`config.mk`:
```
export PLATFORM = sky130hd
export DESIGN_NAME = cmd_sequencer
export DESIGN_NICKNAME = d
export VERILOG_FILES = /design/src/rtl/cmd_sequencer_pkg.sv /design/src/rtl/cmd_sequencer_fifo.sv /design/src/rtl/cmd_sequencer.sv
export SDC_FILE = /design/constraint.sdc
export NUM_CORES = 1
export LEC_CHECK = 0
export CORE_ASPECT_RATIO = 0.7
export CORE_UTILIZATION = 55
export CTS_CLUSTER_DIAMETER = 80
export CTS_CLUSTER_SIZE = 20
export DETAILED_ROUTE_END_ITERATION = 10
export PLACE_DENSITY_LB_ADDON = 0.05
export SYNTH_ARGS = -nofsm -noshare
export SYNTH_HDL_FRONTEND = slang
export SYNTH_SLANG_ARGS = --single-unit
```
`constraint.sdc`:
```
create_clock -name clk -period 3.6 [get_ports clk]
set_clock_uncertainty 0.05 [all_clocks]
set_input_delay 0.54 -clock clk [delete_from_list [all_inputs] [get_ports clk]]
set_output_delay 0.54 -clock clk [all_outputs]
set_load 0.01 [all_outputs]
```
`src/rtl/cmd_sequencer_pkg.sv`:
```
// Shared types and constants for the command sequencer and its queue.
package cmd_sequencer_pkg;

    typedef enum logic [1:0] {
        IDLE      = 2'd0,
        LAUNCH    = 2'd1,
        WAIT_RESP = 2'd2,
        CHECK     = 2'd3
    } seq_state_e;

    // Response byte that acknowledges a command.
    localparam logic [7:0] POS_ACK = 8'hA5;

    // err_code values, qualified by err.
    localparam logic [1:0] ERR_NONE    = 2'b00;
    localparam logic [1:0] ERR_NAK     = 2'b01;
    localparam logic [1:0] ERR_TIMEOUT = 2'b10;

    // Command opcodes understood by the remote side.
    localparam logic [7:0] CMD_OP_02 = 8'h02;
    localparam logic [7:0] CMD_OP_03 = 8'h03;
    localparam logic [7:0] CMD_OP_04 = 8'h04;
    localparam logic [7:0] CMD_OP_05 = 8'h05;
    localparam logic [7:0] CMD_OP_06 = 8'h06;
    localparam logic [7:0] CMD_OP_07 = 8'h07;
    localparam logic [7:0] CMD_OP_08 = 8'h08;
    localparam logic [7:0] CMD_OP_MIN = CMD_OP_02;
    localparam logic [7:0] CMD_OP_MAX = CMD_OP_08;

endpackage

```
`src/rtl/cmd_sequencer_fifo.sv`:
```
// cmd_fifo: DEPTH-entry synchronous FIFO holding {opcode, payload} words.
// A push while full is accepted only if a pop happens in the same cycle;
// otherwise it is dropped and ovf pulses.
module cmd_fifo #(
    parameter int unsigned DEPTH = 4,
    parameter int unsigned WIDTH = 24
) (
    input  logic                         clk,
    input  logic                         rst_n,
    input  logic                         push,
    input  logic [WIDTH-1:0]             wr_data,
    input  logic                         pop,
    output logic [WIDTH-1:0]             rd_data,
    output logic                         full,
    output logic                         empty,
    output logic                         ovf,
    output logic [$clog2(DEPTH+1)-1:0]   count
);

    localparam int unsigned PW = $clog2(DEPTH);
    localparam int unsigned CW = $clog2(DEPTH+1);

    logic [WIDTH-1:0] mem_q [DEPTH];
    logic [WIDTH-1:0] mem_d [DEPTH];
    logic [PW-1:0]    wr_ptr_q, wr_ptr_d;
    logic [PW-1:0]    rd_ptr_q, rd_ptr_d;
    logic [CW-1:0]    count_q, count_d;
    logic             do_push, do_pop;

    assign full    = (count_q == CW'(DEPTH));
    assign empty   = (count_q == '0);
    assign count   = count_q;
    assign rd_data = mem_q[rd_ptr_q];

    // Next-state for storage, pointers and occupancy; pointers wrap naturally (DEPTH is 2^n).
    always_comb begin
        mem_d    = mem_q;
        wr_ptr_d = wr_ptr_q;
        rd_ptr_d = rd_ptr_q;
        do_pop   = pop && !empty;
        do_push  = push && (!full || do_pop);
        ovf      = push && !do_push;
        if (do_push) begin
            mem_d[wr_ptr_q] = wr_data;
            wr_ptr_d        = wr_ptr_q + 1'b1;
        end
        if (do_pop) begin
            rd_ptr_d = rd_ptr_q + 1'b1;
        end
        count_d = count_q + CW'(do_push) - CW'(do_pop);
    end

    // Storage and pointer registers.
    always_ff @(posedge clk or negedge rst_n) begin
        if (!rst_n) begin
            for (int unsigned i = 0; i < DEPTH; i++) begin
                mem_q[i] <= '0;
            end
            wr_ptr_q <= '0;
            rd_ptr_q <= '0;
            count_q  <= '0;
        end else begin
            mem_q    <= mem_d;
            wr_ptr_q <= wr_ptr_d;
            rd_ptr_q <= rd_ptr_d;
            count_q  <= count_d;
        end
    end

endmodule

```
`src/rtl/cmd_sequencer.sv`:
```
// cmd_sequencer: queues commands and issues them one at a time to RemoteComm,
// waiting for an 8-bit response (A5 = ack) or a timeout.
// Optional: define CMD_SEQUENCER_RETRY_EN to re-send a failed command up to
// MAX_RETRY times before reporting err.
module cmd_sequencer
    import cmd_sequencer_pkg::*;
#(
    parameter int unsigned DEPTH       = 4,
    parameter int unsigned TIMEOUT_CYC = 500000,
    parameter int unsigned MAX_RETRY   = 2
) (
    input  logic        clk,
    input  logic        rst_n,
    input  logic        push,
    input  logic [7:0]  push_cmd,
    input  logic [15:0] push_data,
    output logic        push_rdy,
    output logic        ovf,
    output logic        send_cmd,
    output logic [7:0]  cmd,
    output logic [15:0] data,
    input  logic        resp_rdy,
    input  logic [7:0]  resp,
    output logic        clr_resp_rdy,
    output logic        busy,
    output logic        done,
    output logic        err,
    output logic [1:0]  err_code
);

`ifdef CMD_SEQUENCER_RETRY_EN
    localparam bit RETRY_ON = 1'b1;
`else
    localparam bit RETRY_ON = 1'b0;
`endif

    localparam int unsigned TW = $clog2(TIMEOUT_CYC+1);
    localparam int unsigned RW = (MAX_RETRY > 0) ? $clog2(MAX_RETRY+1) : 1;
    localparam logic [TW-1:0] TMO_LAST  = TW'(TIMEOUT_CYC-1);
    localparam logic [RW-1:0] RETRY_MAX = RW'(MAX_RETRY);

    seq_state_e state_q, state_d;
    logic [7:0]    cmd_q, cmd_d;
    logic [15:0]   data_q, data_d;
    logic [TW-1:0] tmo_q, tmo_d;
    logic [RW-1:0] retry_q, retry_d;

    logic                        pop;
    logic                        fail;
    logic [1:0]                  fail_code;
    logic [23:0]                 fifo_rd_data;
    logic                        fifo_full, fifo_empty;
    logic [$clog2(DEPTH+1)-1:0]  fifo_count;

    cmd_fifo #(
        .DEPTH (DEPTH),
        .WIDTH (24)
    ) u_fifo (
        .clk     (clk),
        .rst_n   (rst_n),
        .push    (push),
        .wr_data ({push_cmd, push_data}),
        .pop     (pop),
        .rd_data (fifo_rd_data),
        .full    (fifo_full),
        .empty   (fifo_empty),
        .ovf     (ovf),
        .count   (fifo_count)
    );

    assign push_rdy = !fifo_full;
    assign busy     = (state_q != IDLE) || (fifo_count != '0);
    assign cmd      = cmd_q;
    assign data     = data_q;

    // Next-state and pulse outputs. The head is popped on the IDLE->LAUNCH edge so that
    // cmd/data are already valid during the send_cmd cycle; retries re-enter LAUNCH without popping.
    always_comb begin
        state_d      = state_q;
        cmd_d        = cmd_q;
        data_d       = data_q;
        tmo_d        = tmo_q;
        retry_d      = retry_q;
        pop          = 1'b0;
        send_cmd     = 1'b0;
        clr_resp_rdy = 1'b0;
        done         = 1'b0;
        err          = 1'b0;
        err_code     = ERR_NONE;
        fail         = 1'b0;
        fail_code    = ERR_NONE;
        unique case (state_q)
            IDLE: begin
                if (!fifo_empty) begin
                    pop             = 1'b1;
                    {cmd_d, data_d} = fifo_rd_data;
                    state_d         = LAUNCH;
                end
            end
            LAUNCH: begin
                send_cmd = 1'b1;
                tmo_d    = '0;
                state_d  = WAIT_RESP;
            end
            WAIT_RESP: begin
                if (resp_rdy) begin
                    state_d = CHECK;
                end else if (tmo_q == TMO_LAST) begin
                    fail      = 1'b1;
                    fail_code = ERR_TIMEOUT;
                end else begin
                    tmo_d = tmo_q + 1'b1;
                end
            end
            CHECK: begin
                clr_resp_rdy = 1'b1;
                if (resp == POS_ACK) begin
                    done    = 1'b1;
                    retry_d = '0;
                    state_d = IDLE;
                end else begin
                    fail      = 1'b1;
                    fail_code = ERR_NAK;
                end
            end
            default: state_d = IDLE;
        endcase
        if (fail) begin
            if (RETRY_ON && (retry_q < RETRY_MAX)) begin
                retry_d = retry_q + 1'b1;
                state_d = LAUNCH;
            end else begin
                err      = 1'b1;
                err_code = fail_code;
                retry_d  = '0;
                state_d  = IDLE;
            end
        end
    end

    // State, held command and counters.
    always_ff @(posedge clk or negedge rst_n) begin
        if (!rst_n) begin
            state_q <= IDLE;
            cmd_q   <= '0;
            data_q  <= '0;
            tmo_q   <= '0;
            retry_q <= '0;
        end else begin
            state_q <= state_d;
            cmd_q   <= cmd_d;
            data_q  <= data_d;
            tmo_q   <= tmo_d;
            retry_q <= retry_d;
        end
    end

endmodule

```
# After elaboration in Yosys (flattened, before gate mapping)
# Cells that the tools add are included.
# classes
n_addsub	5
order_cmp	3
n_eq_ne	11
mux	30
bitwise	3
reduce_logical	17
# op_table
cell	count
96-bit bitwise mux	1
24-bit 2-to-1 mux	3
24-bit binary-select mux with 2-bit select	1
24-bit demux with 2-bit select	1
19-bit 2-to-1 mux	2
19-bit case mux with 2 select lines	1
19-bit by 1-bit adder with 19-bit output (second input constant)	1
19-bit equality test (second input constant)	1
2-bit 2-to-1 mux	7
1-bit 2-to-1 mux	11
3-bit != test (second input constant)	3
8-bit equality test (second input constant)	1
2-bit case mux with 4 select lines	1
3-bit greater-or-equal comparator (second input constant)	2
2-bit NOT with 3-bit output	2
3-bit AND reduction	2
2-bit by 1-bit adder with 2-bit output (second input constant)	2
2-bit equality test (second input constant)	2
1-bit logical AND	4
2-bit != test (second input constant)	2
2-bit case mux with 2 select lines	1
2-bit nonzero test	2
3-bit by 1-bit adder with 3-bit output	1
3-bit equality test (second input constant)	1
11 further kinds	14
# word_totals
register_bits	148
input_bits	36
out_inout_bits	33
word_cells	80

# Logic depth before layout (Yosys ltp)
# depth
depth_word	8
mapped_depth	10
mapped_depth_nobuf	8

# Hierarchy
# From an unflattened synthesis, not the netlist that was laid out.
# unflattened
hier_cells	462
hier_area_um2	7133.1
# modules_own_cells
module	instances	cells_per_inst	area_each_um2	seq_area_each_um2
cmd_fifo	1	273	4972.3	2577.5
cmd_sequencer	1	189	2160.8	1126.1

# Least setup slack after synthesis
# No wires, ideal clock.
# synth_timing
path_kind	register to register
startpoint	register state_q[0]
endpoint	register u_fifo.count_q[2] (netlist: u_fifo.count[2])
setup_time_ns	0.123
arrival_time_ns	2.353
required_time_ns	3.427
setup_slack_ns	1.074
path_stages_with_launch	11
n_path_buf	2
period_less_slack_ns	2.526
path_cell_list	dfrtp_1 -> inv_1 -> ha_1 -> nor2b_1 -> clkbuf_1 -> buf_1 -> ha_1 -> inv_1 -> ha_1 -> fa_1 -> xnor2_1
# synth_via
elab_chain_len	7
# synth_lines
item	line_no	source
start: declaration	cmd_sequencer.sv:42	seq_state_e state_q, state_d;
start signal: assignment	cmd_sequencer.sv:150	state_q <= state_d;
2-bit zero test *	cmd_sequencer.sv:92	unique case (state_q)
1-bit 2-to-1 mux *	cmd_sequencer.sv:92	
via pop	cmd_sequencer.sv:48	logic pop;
1-bit logical AND *	cmd_sequencer_fifo.sv:40	do_pop = pop && !empty;
1-bit logical OR	cmd_sequencer_fifo.sv:41	do_push = push && (!full || do_pop);
1-bit logical AND	cmd_sequencer_fifo.sv:41	
3-bit by 1-bit adder with 3-bit output	cmd_sequencer_fifo.sv:50	count_d = count_q + CW'(do_push) - CW'(do_pop);
3-bit by 1-bit subtractor with 3-bit output *	cmd_sequencer_fifo.sv:50	
via u_fifo.count_d[2]	cmd_sequencer_fifo.sv:27	logic [CW-1:0] count_q, count_d;
end signal: assignment	cmd_sequencer_fifo.sv:66	count_q <= count_d;
end: declaration	cmd_sequencer_fifo.sv:27	
# Mark *: on every way through the listed nets, which the timed path passes. The rest lies on a longest branch.
# A chain may end at the register's enable or synchronous reset.

# Worst setup path in the final report
# layout_timing
startpoint	register tmo_q[12]
endpoint	output err
# layout_via
elab_chain_len	5
# layout_lines
item	line_no	source
start: declaration	cmd_sequencer.sv:45	logic [TW-1:0] tmo_q, tmo_d;
start signal: assignment	cmd_sequencer.sv:153	tmo_q <= tmo_d;
19-bit equality test	cmd_sequencer.sv:108	end else if (tmo_q == TMO_LAST) begin
1-bit 2-to-1 mux	cmd_sequencer.sv:108	
1-bit 2-to-1 mux	cmd_sequencer.sv:106	if (resp_rdy) begin
1-bit case mux with 2 select lines	cmd_sequencer.sv:92	
1-bit 2-to-1 mux	cmd_sequencer.sv:128	if (fail) begin
end: declaration	cmd_sequencer.sv:27	output logic err,
# No other way between the ends.

==> reports/qor.yml <==
grt:
  grt_overflow: 0
  grt_pass1_wl_mm: 21.5
  grt_start_max_net_pins: 69
  grtUsageMet3: 0.0539
  gr-usage-met1: 0.312
  grt_pass1_vias: 4132
  antenna_found_initial: 0
  grt_use_total: 0.229
  use_met2: 0.370
  gr-max-usage-layer: "met2"
placed_design:
  port_buffers: 68
  placed_cell_area_mm2: 0.00751
  place_congestion: 0.766
  hpwl_mm: 8.41
synthesis:
  yosys-mux-area-fraction: 0.291
  synth_xor_area_frac: 0.0159
  yosys-top-cells-area: "dfrtp_1 56%, mux2_2 20%, mux4_2 8.2%, ha_1 2.1%, xnor2_1 1.2%"
  synth_top_family_by_area: "multiplexers"
  synth-simple-area-share: 0.0627
  synth_largest_area_cell: "dfrtp_1"
  syn_area_per_cell_um2: 14.7
  synthCells: 450
  ys_warn_count: 0
  synthAdderAreaFrac: 0.0239
  ys_async_sr_fraction: 1.00
  yosysSeqAreaShare: 0.561
  synth_cell_type_count: 41
  synth_compound_area_frac: 0.0233
  ys_ff_latch: 148
  synth_top_cells_by_count: "148 x dfrtp_1, 120 x mux2_2, 24 x mux4_2"
  synth.most_common_cell: "dfrtp_1"
  synth-edff-count: 0
  syn_area_mm2: 0.00660
  yosys.area.top_type_share: 0.561
  synth_ff_type: "dfrtp_1"
  synth.net_count: 498
floorplan:
  fp.dieH_um: 93.7
  rows: 33
  die_x_um: 133
  io_pins: 69
  dieArea_mm2: 0.0125
  initial_utilization: 0.565
  core_mm2: 0.0117
drt:
  num_vias: 3950
  vias_per_cell: 5.65
  drc: 0
  drt_iter0_drc: 126
  ant_nets: 0
  drt_wl_total_mm: 12.8
  wl_per_cell_um: 18.3
  firstDrtPassIters: 4
setup_path:
  cp.arrival_ns: 2.87
  end_kind: "output pin"
  critPathLaunchType: "flop"
  critical_path_class: "reg2out"
  worst-path-max-fanout: 7
  required_ns: 3.01
min_path:
  hp-class: "in2async"
layout:
  drive_gt1_frac: 0.367
  final_nets: 577
  syn_to_final_growth_pct: 22.2
  stdcell_area_mm2: 0.00807
  num_antenna_cells: 0
power:
  power_mw: 7.29
  power.density_mw_per_mm2: 903
  leakagePower_nw: 3.39
  ir_drop_mv: 0.517
timing:
  drv_slew: 0
  finalSetupTns_ns: 0
  timing.hold.ws_ns: 0.0623
  hold_viol: 0
  slew_headroom: 0.387
  rsz0062_at_grt: "false"
  finalCritPeriodShare: 0.960
  tightest_slew_ns: 0.919
  setup_violations: 0
  fin_crit_ns: 3.46
  fmax_mhz: 289
clocking:
  hold_buffers: 0
  cts_setup_buffers: 0
  clock_sinks: 148
  numCtsBuffers: 17
  cts_tree: "built"
  clk_latency_ns: 0.41
  root_buffer: "clkbuf_16"
  clkTransAtPathRegs_ns: 0.07
  cts_resized: 0
  clockBufferDepth: 2
  cts_max_level: 4
outcome:
  status: "finished, final reports clean"
flow_run:
  cap_violations: 0
## per-stage QoR
stage | utilization | instances | worst slack [ns]
after global routing | 0.691 | 699 | 0.0949
after floorplan | - | 450 | 1.07
after CTS | 0.691 | 699 | 0.151
after detailed placement | 0.643 | 667 | 0.613
final | 0.691 | 699 | 0.145
after global placement | 0.643 | 667 | 0.655
## final timing paths
kind,startpoint,cells past startpoint,endpoint,slack [ns]
max in group asynchronous,rst_n,2,data[14],2.65
worst min-delay path,rst_n,1,tmo_q[18],0.06
worst max register to register,state_q[0],8,u_fifo.mem_q[93],1.06
worst max-delay path,tmo_q[12],4,err,0.14
min in group clk,u_fifo.mem_q[37],1,u_fifo.mem_q[37],0.45
worst min register to register,u_fifo.mem_q[37],1,u_fifo.mem_q[37],0.45
## sequential cells by signal, summed over array words and instances (netlist names)
| register | cells |
|---|---|
| u_fifo.mem_q | 96 |
| tmo_q | 19 |
| data | 16 |
| cmd | 8 |
| u_fifo.count | 3 |
| state_q | 2 |
| u_fifo.rd_ptr_q | 2 |
| u_fifo.wr_ptr_q | 2 |
## kinds of logic (layout without fill, tap and decap cells)
kind of cell	after synthesis	count (layout)
compound gates	26	26
buf+inv	35	127
mux	147	147
simple gates	70	70
xor+xnor	12	12
flops	148	148
fa+ha+maj	12	12
## where the power goes
group          internal [mW]  leakage [nW]  switching [mW]  total, mW
logic                   1.72          1.34           0.965       2.68
registers               2.44          1.80           0.517       2.96
clock network          0.917         0.263           0.728       1.65
## per-layer routing
metal / share of wire / vias to the layer above
met5: 0 / -
met4: 0.0089 / 0
met3: 0.036 / 9
met2: 0.49 / 75
met1: 0.46 / 2053
li1: - / 1813
## cell type report
| type | instances | area, µm² |
|---|---|---|
| inverter | 12 | 45.0 |
| clock buffer | 18 | 439 |
| sequential | 148 | 3700 |
| clock inverter | 14 | 116 |
| multi-input combinational | 267 | 2760 |
| tap | 157 | 196 |
| fill | 840 | 3610 |
| timing repair buffer | 83 | 807 |
## cell usage in the layout, fill, tap and decap left out, types with 3 or more instances in the layout
| cell | synthesis | layout |
|---|---|---|
| or4_1 | 3 | 3 |
| mux4_2 | 24 | 24 |
| nor4_1 | 3 | 3 |
| a21oi_1 | 10 | 10 |
| a211oi_1 | 3 | 3 |
| nand3_1 | 7 | 7 |
| xor2_1 | 3 | 3 |
| clkdlybuf4s50_1 | 0 | 67 |
| or3_1 | 6 | 6 |
| nand4_1 | 3 | 3 |
| clkbuf_16 | 0 | 17 |
| dfrtp_1 | 148 | 147 |
| mux2_2 | 120 | 120 |
| nor2b_1 | 5 | 4 |
| clkinvlp_4 | 0 | 4 |
| inv_1 | 12 | 12 |
| nor2_1 | 10 | 10 |
| ha_1 | 11 | 11 |
| buf_4 | 0 | 14 |
| o21ai_0 | 7 | 7 |
| nand2_1 | 11 | 11 |
| nor3_1 | 7 | 7 |
| xnor2_1 | 9 | 9 |
| inv_6 | 0 | 6 |
## worst max-delay path: stages, from the launching register on
cell and delay, ns:
dfrtp_1 0.44, or4_4 0.56, or4_4 0.53, o21bai_1 0.31, clkdlybuf4s50_1 0.60
Power figures use the tool's default switching activity.
